**config.mk**
```make
export PLATFORM = sky130hd
export DESIGN_NAME = cr16_ctrl_fsm
export DESIGN_NICKNAME = d
export VERILOG_FILES = /design/src/rtl/cr16_pkg.sv /design/src/rtl/cr16_cond_eval.sv /design/src/rtl/cr16_ctrl_fsm.sv
export SDC_FILE = /design/constraint.sdc
export NUM_CORES = 1
export LEC_CHECK = 0
export ABC_AREA = 1
export CAP_MARGIN = 25
export CORE_MARGIN = 2
export CORE_UTILIZATION = 41
export DETAILED_ROUTE_END_ITERATION = 10
export PLACE_DENSITY_LB_ADDON = 0.1
export SETUP_SLACK_MARGIN = 0.02
export SLEW_MARGIN = 20
export SYNTH_ARGS = -nofsm -noshare
export SYNTH_HDL_FRONTEND = slang
export SYNTH_SLANG_ARGS = --single-unit
```
**constraint.sdc**
```tcl
create_clock -name I_CLK -period 3.23 [get_ports I_CLK]
set_clock_uncertainty 0.1 [all_clocks]
set_input_delay 0.646 -clock I_CLK [delete_from_list [all_inputs] [get_ports I_CLK]]
set_output_delay 0.646 -clock I_CLK [all_outputs]
set_load 0.005 [all_outputs]
```
**src/rtl/cr16_pkg.sv**
```systemverilog
// cr16_pkg: shared definitions for the CR16 control block.
//   - FSM state encodings (also visible on O_STATE)
//   - opcode / ext field constants and decode helpers
//   - branch condition codes and flag bit indices
//   - PC_SRC / RF_SRC mux select encodings
package cr16_pkg;

    localparam int unsigned FlagWidth  = 5;
    localparam int unsigned InstrWidth = 16;

    typedef enum logic [2:0] {
        StFetch  = 3'd0,
        StDecode = 3'd1,
        StExec   = 3'd2,
        StMem    = 3'd3,
        StBranch = 3'd4
    } state_e;

    // Flag vector layout
    localparam int unsigned FlagC = 0;
    localparam int unsigned FlagL = 1;
    localparam int unsigned FlagF = 2;
    localparam int unsigned FlagZ = 3;
    localparam int unsigned FlagN = 4;

    // Opcodes; R-type ALU ext codes reuse the same values as the immediate opcodes
    localparam logic [3:0] OpRtype = 4'b0000;
    localparam logic [3:0] OpAnd   = 4'b0001;
    localparam logic [3:0] OpOr    = 4'b0010;
    localparam logic [3:0] OpXor   = 4'b0011;
    localparam logic [3:0] OpMemJ  = 4'b0100;
    localparam logic [3:0] OpAdd   = 4'b0101;
    localparam logic [3:0] OpShift = 4'b1000;
    localparam logic [3:0] OpSub   = 4'b1001;
    localparam logic [3:0] OpCmp   = 4'b1011;
    localparam logic [3:0] OpBcond = 4'b1100;
    localparam logic [3:0] OpMov   = 4'b1101;
    localparam logic [3:0] OpLui   = 4'b1111;

    // ext field values under OpMemJ and OpShift
    localparam logic [3:0] ExtLoad  = 4'b0000;
    localparam logic [3:0] ExtStor  = 4'b0100;
    localparam logic [3:0] ExtJal   = 4'b1000;
    localparam logic [3:0] ExtJcond = 4'b1100;
    localparam logic [3:0] ExtLsh   = 4'b0100;

    // Branch condition codes
    localparam logic [3:0] CondEq = 4'b0000;
    localparam logic [3:0] CondNe = 4'b0001;
    localparam logic [3:0] CondCs = 4'b0010;
    localparam logic [3:0] CondCc = 4'b0011;
    localparam logic [3:0] CondHi = 4'b0100;
    localparam logic [3:0] CondLs = 4'b0101;
    localparam logic [3:0] CondGt = 4'b0110;
    localparam logic [3:0] CondLe = 4'b0111;
    localparam logic [3:0] CondFs = 4'b1000;
    localparam logic [3:0] CondFc = 4'b1001;
    localparam logic [3:0] CondLo = 4'b1010;
    localparam logic [3:0] CondHs = 4'b1011;
    localparam logic [3:0] CondLt = 4'b1100;
    localparam logic [3:0] CondGe = 4'b1101;
    localparam logic [3:0] CondUc = 4'b1110;
    localparam logic [3:0] CondNv = 4'b1111;

    localparam logic [1:0] PcSrcInc  = 2'b00;
    localparam logic [1:0] PcSrcDisp = 2'b01;
    localparam logic [1:0] PcSrcReg  = 2'b10;

    localparam logic [1:0] RfSrcAlu  = 2'b00;
    localparam logic [1:0] RfSrcMem  = 2'b01;
    localparam logic [1:0] RfSrcLink = 2'b10;

    // Immediate-form ALU opcodes (B operand from the instruction)
    function automatic logic is_imm_op(input logic [3:0] op);
        return op inside {OpAdd, OpSub, OpCmp, OpAnd, OpOr, OpXor, OpMov, OpLui};
    endfunction

    // Legal ext codes for R-type ALU operations
    function automatic logic is_rtype_ext(input logic [3:0] ext);
        return ext inside {OpAdd, OpSub, OpCmp, OpAnd, OpOr, OpXor, OpMov};
    endfunction

endpackage

```
**src/rtl/cr16_cond_eval.sv**
```systemverilog
// cr16_cond_eval: combinational branch condition evaluator.
//   cond_i  [3:0] condition code (rdest field of the branch/jump)
//   flags_i [4:0] registered flags, [0]=C [1]=L [2]=F [3]=Z [4]=N
//   taken_o       condition holds
module cr16_cond_eval
    import cr16_pkg::*;
(
    input  logic [3:0] cond_i,
    input  logic [4:0] flags_i,
    output logic       taken_o
);

    logic c, l, f, z, n;

    always_comb begin
        c = flags_i[FlagC];
        l = flags_i[FlagL];
        f = flags_i[FlagF];
        z = flags_i[FlagZ];
        n = flags_i[FlagN];
        taken_o = 1'b0;
        unique case (cond_i)
            CondEq:  taken_o = z;
            CondNe:  taken_o = ~z;
            CondCs:  taken_o = c;
            CondCc:  taken_o = ~c;
            CondHi:  taken_o = l;
            CondLs:  taken_o = ~l;
            CondGt:  taken_o = n;
            CondLe:  taken_o = ~n;
            CondFs:  taken_o = f;
            CondFc:  taken_o = ~f;
            CondLo:  taken_o = ~l & ~z;
            CondHs:  taken_o = l | z;
            CondLt:  taken_o = ~n & ~z;
            CondGe:  taken_o = n | z;
            CondUc:  taken_o = 1'b1;
            CondNv:  taken_o = 1'b0;
            default: taken_o = 1'b0;
        endcase
    end

endmodule

```
**src/rtl/cr16_ctrl_fsm.sv**
```systemverilog
// cr16_ctrl_fsm: multi-cycle CR16 control FSM (FETCH/DECODE/EXEC/MEM/BRANCH).
// Only the state register is sequential; all strobes are combinational from
// state, I_INSTR, I_FLAGS and I_MEM_ACK, and forced to 0 while I_RESET is high.
//   I_CLK, I_RESET (async, active-high), I_RUN (leave FETCH), I_INSTR (IR),
//   I_FLAGS (flag register), I_MEM_ACK (memory done)
//   O_MEM_REQ/O_MEM_WE/O_ADDR_SRC  memory port control
//   O_IR_EN, O_PC_EN, O_PC_SRC     IR and PC control
//   O_RF_WE, O_RF_SRC, O_ALU_IMM   register file / ALU control
//   O_FLAGS_EN, O_ILLEGAL, O_STATE flag enable, illegal pulse, debug state
module cr16_ctrl_fsm
    import cr16_pkg::*;
#(
    parameter int unsigned P_FLAG_WIDTH  = 5,
    parameter int unsigned P_INSTR_WIDTH = 16
) (
    input  logic                     I_CLK,
    input  logic                     I_RESET,
    input  logic                     I_RUN,
    input  logic [P_INSTR_WIDTH-1:0] I_INSTR,
    input  logic [P_FLAG_WIDTH-1:0]  I_FLAGS,
    input  logic                     I_MEM_ACK,
    output logic                     O_MEM_REQ,
    output logic                     O_MEM_WE,
    output logic                     O_ADDR_SRC,
    output logic                     O_IR_EN,
    output logic                     O_PC_EN,
    output logic [1:0]               O_PC_SRC,
    output logic                     O_RF_WE,
    output logic [1:0]               O_RF_SRC,
    output logic                     O_ALU_IMM,
    output logic                     O_FLAGS_EN,
    output logic                     O_ILLEGAL,
    output logic [2:0]               O_STATE
);

    state_e state_q, state_d;

    logic [3:0] op, ext, cond;
    logic       is_alu, is_imm, is_lshi, is_cmp, is_flag_op;
    logic       is_load, is_stor, is_bcond, is_jcond, is_jal;
    logic       taken;
    logic       unused_rsrc;

    assign op   = I_INSTR[15:12];
    assign cond = I_INSTR[11:8];
    assign ext  = I_INSTR[7:4];
    // Rsrc/imm is a datapath field only
    assign unused_rsrc = ^I_INSTR[3:0];

    cr16_cond_eval u_cond_eval (
        .cond_i  (cond),
        .flags_i (I_FLAGS[4:0]),
        .taken_o (taken)
    );

    // Instruction class decode
    always_comb begin
        is_imm     = is_imm_op(op);
        is_lshi    = (op == OpShift) && (ext[3:1] == 3'b000);
        is_alu     = ((op == OpRtype) && is_rtype_ext(ext)) || is_imm || is_lshi ||
                     ((op == OpShift) && (ext == ExtLsh));
        is_cmp     = ((op == OpRtype) && (ext == OpCmp)) || (op == OpCmp);
        is_flag_op = ((op == OpRtype) && (ext inside {OpAdd, OpSub, OpCmp})) ||
                     (op inside {OpAdd, OpSub, OpCmp});
        is_load    = (op == OpMemJ) && (ext == ExtLoad);
        is_stor    = (op == OpMemJ) && (ext == ExtStor);
        is_jcond   = (op == OpMemJ) && (ext == ExtJcond);
        is_jal     = (op == OpMemJ) && (ext == ExtJal);
        is_bcond   = (op == OpBcond);
    end

    always_comb begin
        state_d    = state_q;
        O_MEM_REQ  = 1'b0;
        O_MEM_WE   = 1'b0;
        O_ADDR_SRC = 1'b0;
        O_IR_EN    = 1'b0;
        O_PC_EN    = 1'b0;
        O_PC_SRC   = PcSrcInc;
        O_RF_WE    = 1'b0;
        O_RF_SRC   = RfSrcAlu;
        O_ALU_IMM  = 1'b0;
        O_FLAGS_EN = 1'b0;
        O_ILLEGAL  = 1'b0;
        O_STATE    = state_q;

        unique case (state_q)
            StFetch: begin
                // Request tracks I_RUN; dropping I_RUN abandons the fetch
                if (I_RUN) begin
                    O_MEM_REQ = 1'b1;
                    if (I_MEM_ACK) begin
                        O_IR_EN = 1'b1;
                        state_d = StDecode;
                    end
                end
            end
            StDecode: begin
                if (is_alu) begin
                    state_d = StExec;
                end else if (is_load || is_stor) begin
                    state_d = StMem;
                end else if (is_bcond || is_jcond || is_jal) begin
                    state_d = StBranch;
                end else begin
                    // Skip the undecodable instruction
                    O_ILLEGAL = 1'b1;
                    O_PC_EN   = 1'b1;
                    state_d   = StFetch;
                end
            end
            StExec: begin
                O_PC_EN    = 1'b1;
                O_ALU_IMM  = is_imm || is_lshi;
                O_RF_WE    = ~is_cmp;
                O_FLAGS_EN = is_flag_op;
                state_d    = StFetch;
            end
            StMem: begin
                O_MEM_REQ  = 1'b1;
                O_ADDR_SRC = 1'b1;
                O_MEM_WE   = is_stor;
                if (I_MEM_ACK) begin
                    O_PC_EN = 1'b1;
                    if (is_load) begin
                        O_RF_WE  = 1'b1;
                        O_RF_SRC = RfSrcMem;
                    end
                    state_d = StFetch;
                end
            end
            StBranch: begin
                O_PC_EN = 1'b1;
                if (is_jal) begin
                    O_RF_WE  = 1'b1;
                    O_RF_SRC = RfSrcLink;
                    O_PC_SRC = PcSrcReg;
                end else if (taken) begin
                    O_PC_SRC = is_bcond ? PcSrcDisp : PcSrcReg;
                end
                state_d = StFetch;
            end
            default: state_d = StFetch;
        endcase

        if (I_RESET) begin
            O_MEM_REQ  = 1'b0;
            O_MEM_WE   = 1'b0;
            O_ADDR_SRC = 1'b0;
            O_IR_EN    = 1'b0;
            O_PC_EN    = 1'b0;
            O_PC_SRC   = 2'b00;
            O_RF_WE    = 1'b0;
            O_RF_SRC   = 2'b00;
            O_ALU_IMM  = 1'b0;
            O_FLAGS_EN = 1'b0;
            O_ILLEGAL  = 1'b0;
            O_STATE    = 3'd0;
        end
    end

    always_ff @(posedge I_CLK or posedge I_RESET) begin
        if (I_RESET) begin
            state_q <= StFetch;
        end else begin
            state_q <= state_d;
        end
    end

endmodule

```
After elaboration in Yosys (flattened, before gate mapping)
Index checks and enable logic that the tools add are counted.
{ "word_totals": {"regBits": 3, "out_inout_bits": 16, "wordCells": 129} }
{ "classes": {"n_eq_ne": 43, "mux": 46, "bitwise": 10, "n_reduce_logical": 29} }
{ "op_table": {"columns": ["cell", "n"], "rows": [
  ["== test 4 bit, second input constant", 19],
  ["== test 4 x 3 -> 1 bit, second input constant", 8],
  ["2-to-1 mux 1 bit", 26],
  ["== test 4 x 2 -> 1 bit, second input constant", 6],
  ["2-to-1 mux 3 bit", 7],
  ["case mux 1 bit (16 select lines)", 1],
  ["2-to-1 mux 2 bit", 7],
  ["== test 4 x 1 -> 1 bit, second input constant", 3],
  ["logical NOT 4 bit", 3],
  ["logical AND 1 bit", 9],
  ["logical OR 1 bit", 9],
  ["case mux 3 bit (3 select lines)", 1],
  ["nonzero test 8 bit", 1],
  ["nonzero test 7 bit", 1],
  ["== test 3 x 2 -> 1 bit, second input constant", 2],
  ["logical NOT 3 bit", 2],
  ["inequality test 2 bit, second input constant", 3],
  ["inverter 1 bit", 6],
  ["case mux 1 bit (3 select lines)", 2],
  ["nonzero test 3 bit", 2],
  ["case mux 2 bit (2 select lines)", 1],
  ["== test 3 x 1 -> 1 bit, second input constant", 1],
  ["== test 3 bit, second input constant", 1],
  ["AND reduction 3 bit", 1],
  ["other kinds (4)", 6]
]} }

Longest topological paths before layout
{ "depth": {"word_depth": 9, "mapped_depth": 11, "ltp_nobuf": 10} }

Modules after synthesis
Synthesis repeated with hierarchy kept, for this count alone.
{ "unflattened": {"hier_cells": 164, "area_unflattened_um2": 814.5} }
{ "modules_own_cells": {"columns": ["module", "n_inst", "cells_per_inst", "area_per_inst_um2"], "rows": [
  ["cr16_ctrl_fsm", 1, 112, 594.3],
  ["cr16_cond_eval", 1, 52, 220.2]
]} }

Worst setup path after synthesis
Ideal clock, no wire load.
{ "synth_path": {"path_kind": "input port to output port", "from": "input I_INSTR[9]", "to": "output O_PC_SRC[0]", "arrival_ns": 1.353, "path_slack_ns": 1.131, "cell_stages": 9, "path_buffers": 1, "path_cell_list": "buf_2 o21ai_0 nand2_1 nand2_1 nand2_1 nand2_1 inv_1 nand2_1 and3_1"} }
{ "synth_between": {"elab_chain_cells": 6, "word_cells_on_any_way": 21, "cone_classes": "eq/ne: 15; mux: 5; reduce/logical: 1"} }
{ "synth_lines": {"columns": ["element", "line", "source"], "rows": [
  ["start, declared", "cr16_ctrl_fsm.sv:19", "input logic [P_INSTR_WIDTH-1:0] I_INSTR,"],
  ["== test 4 bit, or another cell as far along", "cr16_cond_eval.sv:22", "unique case (cond_i)"],
  ["case mux 1 bit (16 select lines) (*)", "cr16_cond_eval.sv:22", null],
  ["2-to-1 mux 2 bit (*)", "cr16_ctrl_fsm.sv:138", "end else if (taken) begin"],
  ["2-to-1 mux 2 bit (*)", "cr16_ctrl_fsm.sv:134", "if (is_jal) begin"],
  ["2-to-1 mux 2 bit (*)", "cr16_ctrl_fsm.sv:87", "unique case (state_q)"],
  ["2-to-1 mux 2 bit (*)", "cr16_ctrl_fsm.sv:146", "if (I_RESET) begin"],
  ["end, declared", "cr16_ctrl_fsm.sv:27", "output logic [1:0] O_PC_SRC,"]
]} }
Mark *: on every way between the ends. The rest lies on a longest branch, timed or not.

Worst setup path after layout
{ "layout_path": {"from": "input I_INSTR[8]", "to": "output O_PC_SRC[0]"} }
Same word-level chain as after synthesis.

==> run summary <==
Outcome: finished clean
Max Used Layer: met4
Final slew viol count: 0
Sequential fraction of the synthesis area: 0.102
Relative max-transition margin: 0.714
Slowest stage delay, CP: 0.57 ns
R2R Path End: state_q[0]$_DFFE_PP0P_
Post-synthesis register bit count: 3
Worst hold path class: reg2reg
Post-synth EDFFs: 0
Power Density: 277 nW/um2
Number of vias in the routed layout: 1066
Fin area: 1210 um2
CP cell instances: clkdlybuf4s50_1 > inv_1 > nor2_1 > nand3_1 > nand3_1 > nand2_1 > nand2_1 > and3_1 > clkdlybuf4s50_1
Total gr overflow: 0
Pre-CTS setup slack: 0.00693 ns
Wire per inst: 10.3 um
CP delay by family, top: buffers and inverters
Crit Path Category: in2out
Vias in the first global route: 933
Share of flip-flops with an asynchronous set or reset: 1.00
Clock Pin Slew Worst Setup and Hold Paths: 0.04 ns
Fin crit share: 0.955
Worst-margin pin slew: 0.426 ns
Post-synthesis cell count: 149
Hold endpoint: state_q[2]$_DFFE_PP0P_
Setup ws final: 0.146 ns
Setup TNS: 0 ns
Total CTS buffers: 3
Reg2reg path depth: 5
# H-tree levels: 1
Synth Flop Type: dfrtp_1
Reg2reg start: state_q[1]$_DFFE_PP0P_
Drt pass-1 iters: 5
Clock Latency Late Sink: 0.25 ns
Initial DRC count: 16
Largest net degree at the start of global routing: 10
Fmax: 324 MHz
WL met2: 1.14 mm
Required @ worst endpoint: 2.48 ns
Largest reg by FF count: state_q
Die Height: 46.4 um
Met3 WL: 93 um
Min Hold Slack: 0.571 ns
CP Buf/Inv Count: 3
Max FO, Critical Path: 6
IO Pins: 41
Final core utilization: 0.710
CTS Sinks: 3
Most common cell after layout, fill and taps aside: nand2_1
Final ANT Viol Nets: 0
Element type at the critical path end: primary output
Largest register FFs: 3
Pleak: 0.690 nW
RePlAce Congestion: 0.830
Biggest regs: state_q (3)
CTS tree: done
Most frequent cells in the layout: 44 x nand2_1, 28 x clkdlybuf4s50_1, 24 x inv_1, 23 x nor2_1, 12 x nand3_1
Ant. Diodes: 0
DRC Markers: 0
Clk root buf: clkbuf_4
Netlist cell types: 24
Worst EP arrival: 2.34 ns
Number of post-CTS setup repair buffers: 0
Max-Cap Viols: 0
Hold depth: 3
Die area: 2160 um2
CP max stage cell: clkdlybuf4s50_1
Area post-placement: 1160 um2
Global-route wire length before repair: 3.48 mm
Vias per cell: 4.91
Flop2flop setup slack: 1.91 ns
Placed Cells: 213
Area growth syn-to-layout: 64.2%
Total GRT Usage: 0.222
Setup crit start kind: input port
Synth Net Count: 174
Chip width: 46.4 um
Cell Area, Synth: 738 um2
Yosys warnings: 0
Initial Util: 0.432
Final Hold Fails: 0
WL final: 2.23 mm
Clock buffer depth: 2
Total Power: 0.335 mW
Tmin final: 3.08 ns
Initial antenna violation count: 0
Synth Area per Inst: 4.95 um2
Final Non-Filler Cells: 217
IO Port Bufs: 36
RSZ-0062 raised after global routing: false
Setup violations, final: 0
Layout Nets: 218
Worst ir drop on vdd: 0.177 mV
Layout cells sized above 1: 0.135
Core ar.: 1710 um2
Min-delay src: state_q[2]$_DFFE_PP0P_
Post-DP HPWL: 1.87 mm
Num rows: 15
Wl on met1: 944 um
Hold_buf cts: 0
-- cells by family after synthesis --
family / Yosys count / synth area share
flip-flops: 3 / 0.102
AO/OA/AOI/OAI: 15 / 0.120
buffers and inverters: 30 / 0.156
AND/OR/NAND/NOR: 101 / 0.622
-- area by class of cell --
class	instances	area, um2
Multi-Input combinational cell	116	561
Fill cell	152	495
Timing Repair Buffer	41	414
Inverter	28	105
Sequential cell	3	75.1
Tap cell	25	31.3
Clock buffer	4	26.3
-- synthesized netlist by cell type, types with 2 or more instances --
cell type	instances	area [um2]
nand2_1	45	169
a21oi_1	6	30.0
nand3_1	13	65.1
nand2_2	2	12.5
dfrtp_1	3	75.1
nor4_1	2	12.5
inv_1	24	90.1
nor2_2	3	18.8
buf_2	2	10.0
inv_2	4	15.0
nor3_1	5	25.0
nor2_1	25	93.8
o21ai_0	4	20.0
-- worst max path at each step --
stage	start	endpoint	slack [ns]	depth (start not counted)
2_1_floorplan	I_INSTR[9]	O_PC_SRC[0]	1.13	9
3_3_place_gp	I_INSTR[15]	O_RF_WE	0.03	9
3_5_place_dp	I_INSTR[6]	O_PC_EN	0.007	10
4_1_cts	I_INSTR[6]	O_PC_EN	0.02	10
5_1_grt	I_INSTR[8]	O_PC_SRC[0]	0.03	9
6_report	I_INSTR[8]	O_PC_SRC[0]	0.15	9
-- metal layers --
metal,vias up,global-route usage
met3,7,0.0314
met1,471,0.247
met5,-,0
met2,35,0.397
met4,0,0.120
li1,553,-
-- tightest hold or removal path: stages, from the launching register on --
cell,delay [ns]
dfrtp_1,0.41
nor3_1,0.12
nand2_1,0.08
inv_1,0.03
-- repair_timing --
item | in CTS | in global routing
pin swaps | 0 | 5
resized for setup | 2 | 10
setup endpoints to repair | 1 | 5
-- where the power goes --
part	switching, mW	leakage, nW	internal (mW)	total, mW
registers	0.0167	0.0399	0.0480	0.0647
logic	0.102	0.635	0.0968	0.199
clock network	0.0247	0.0150	0.0466	0.0714
total	0.144	0.690	0.191	0.335
(Power assumes the default switching activity.)
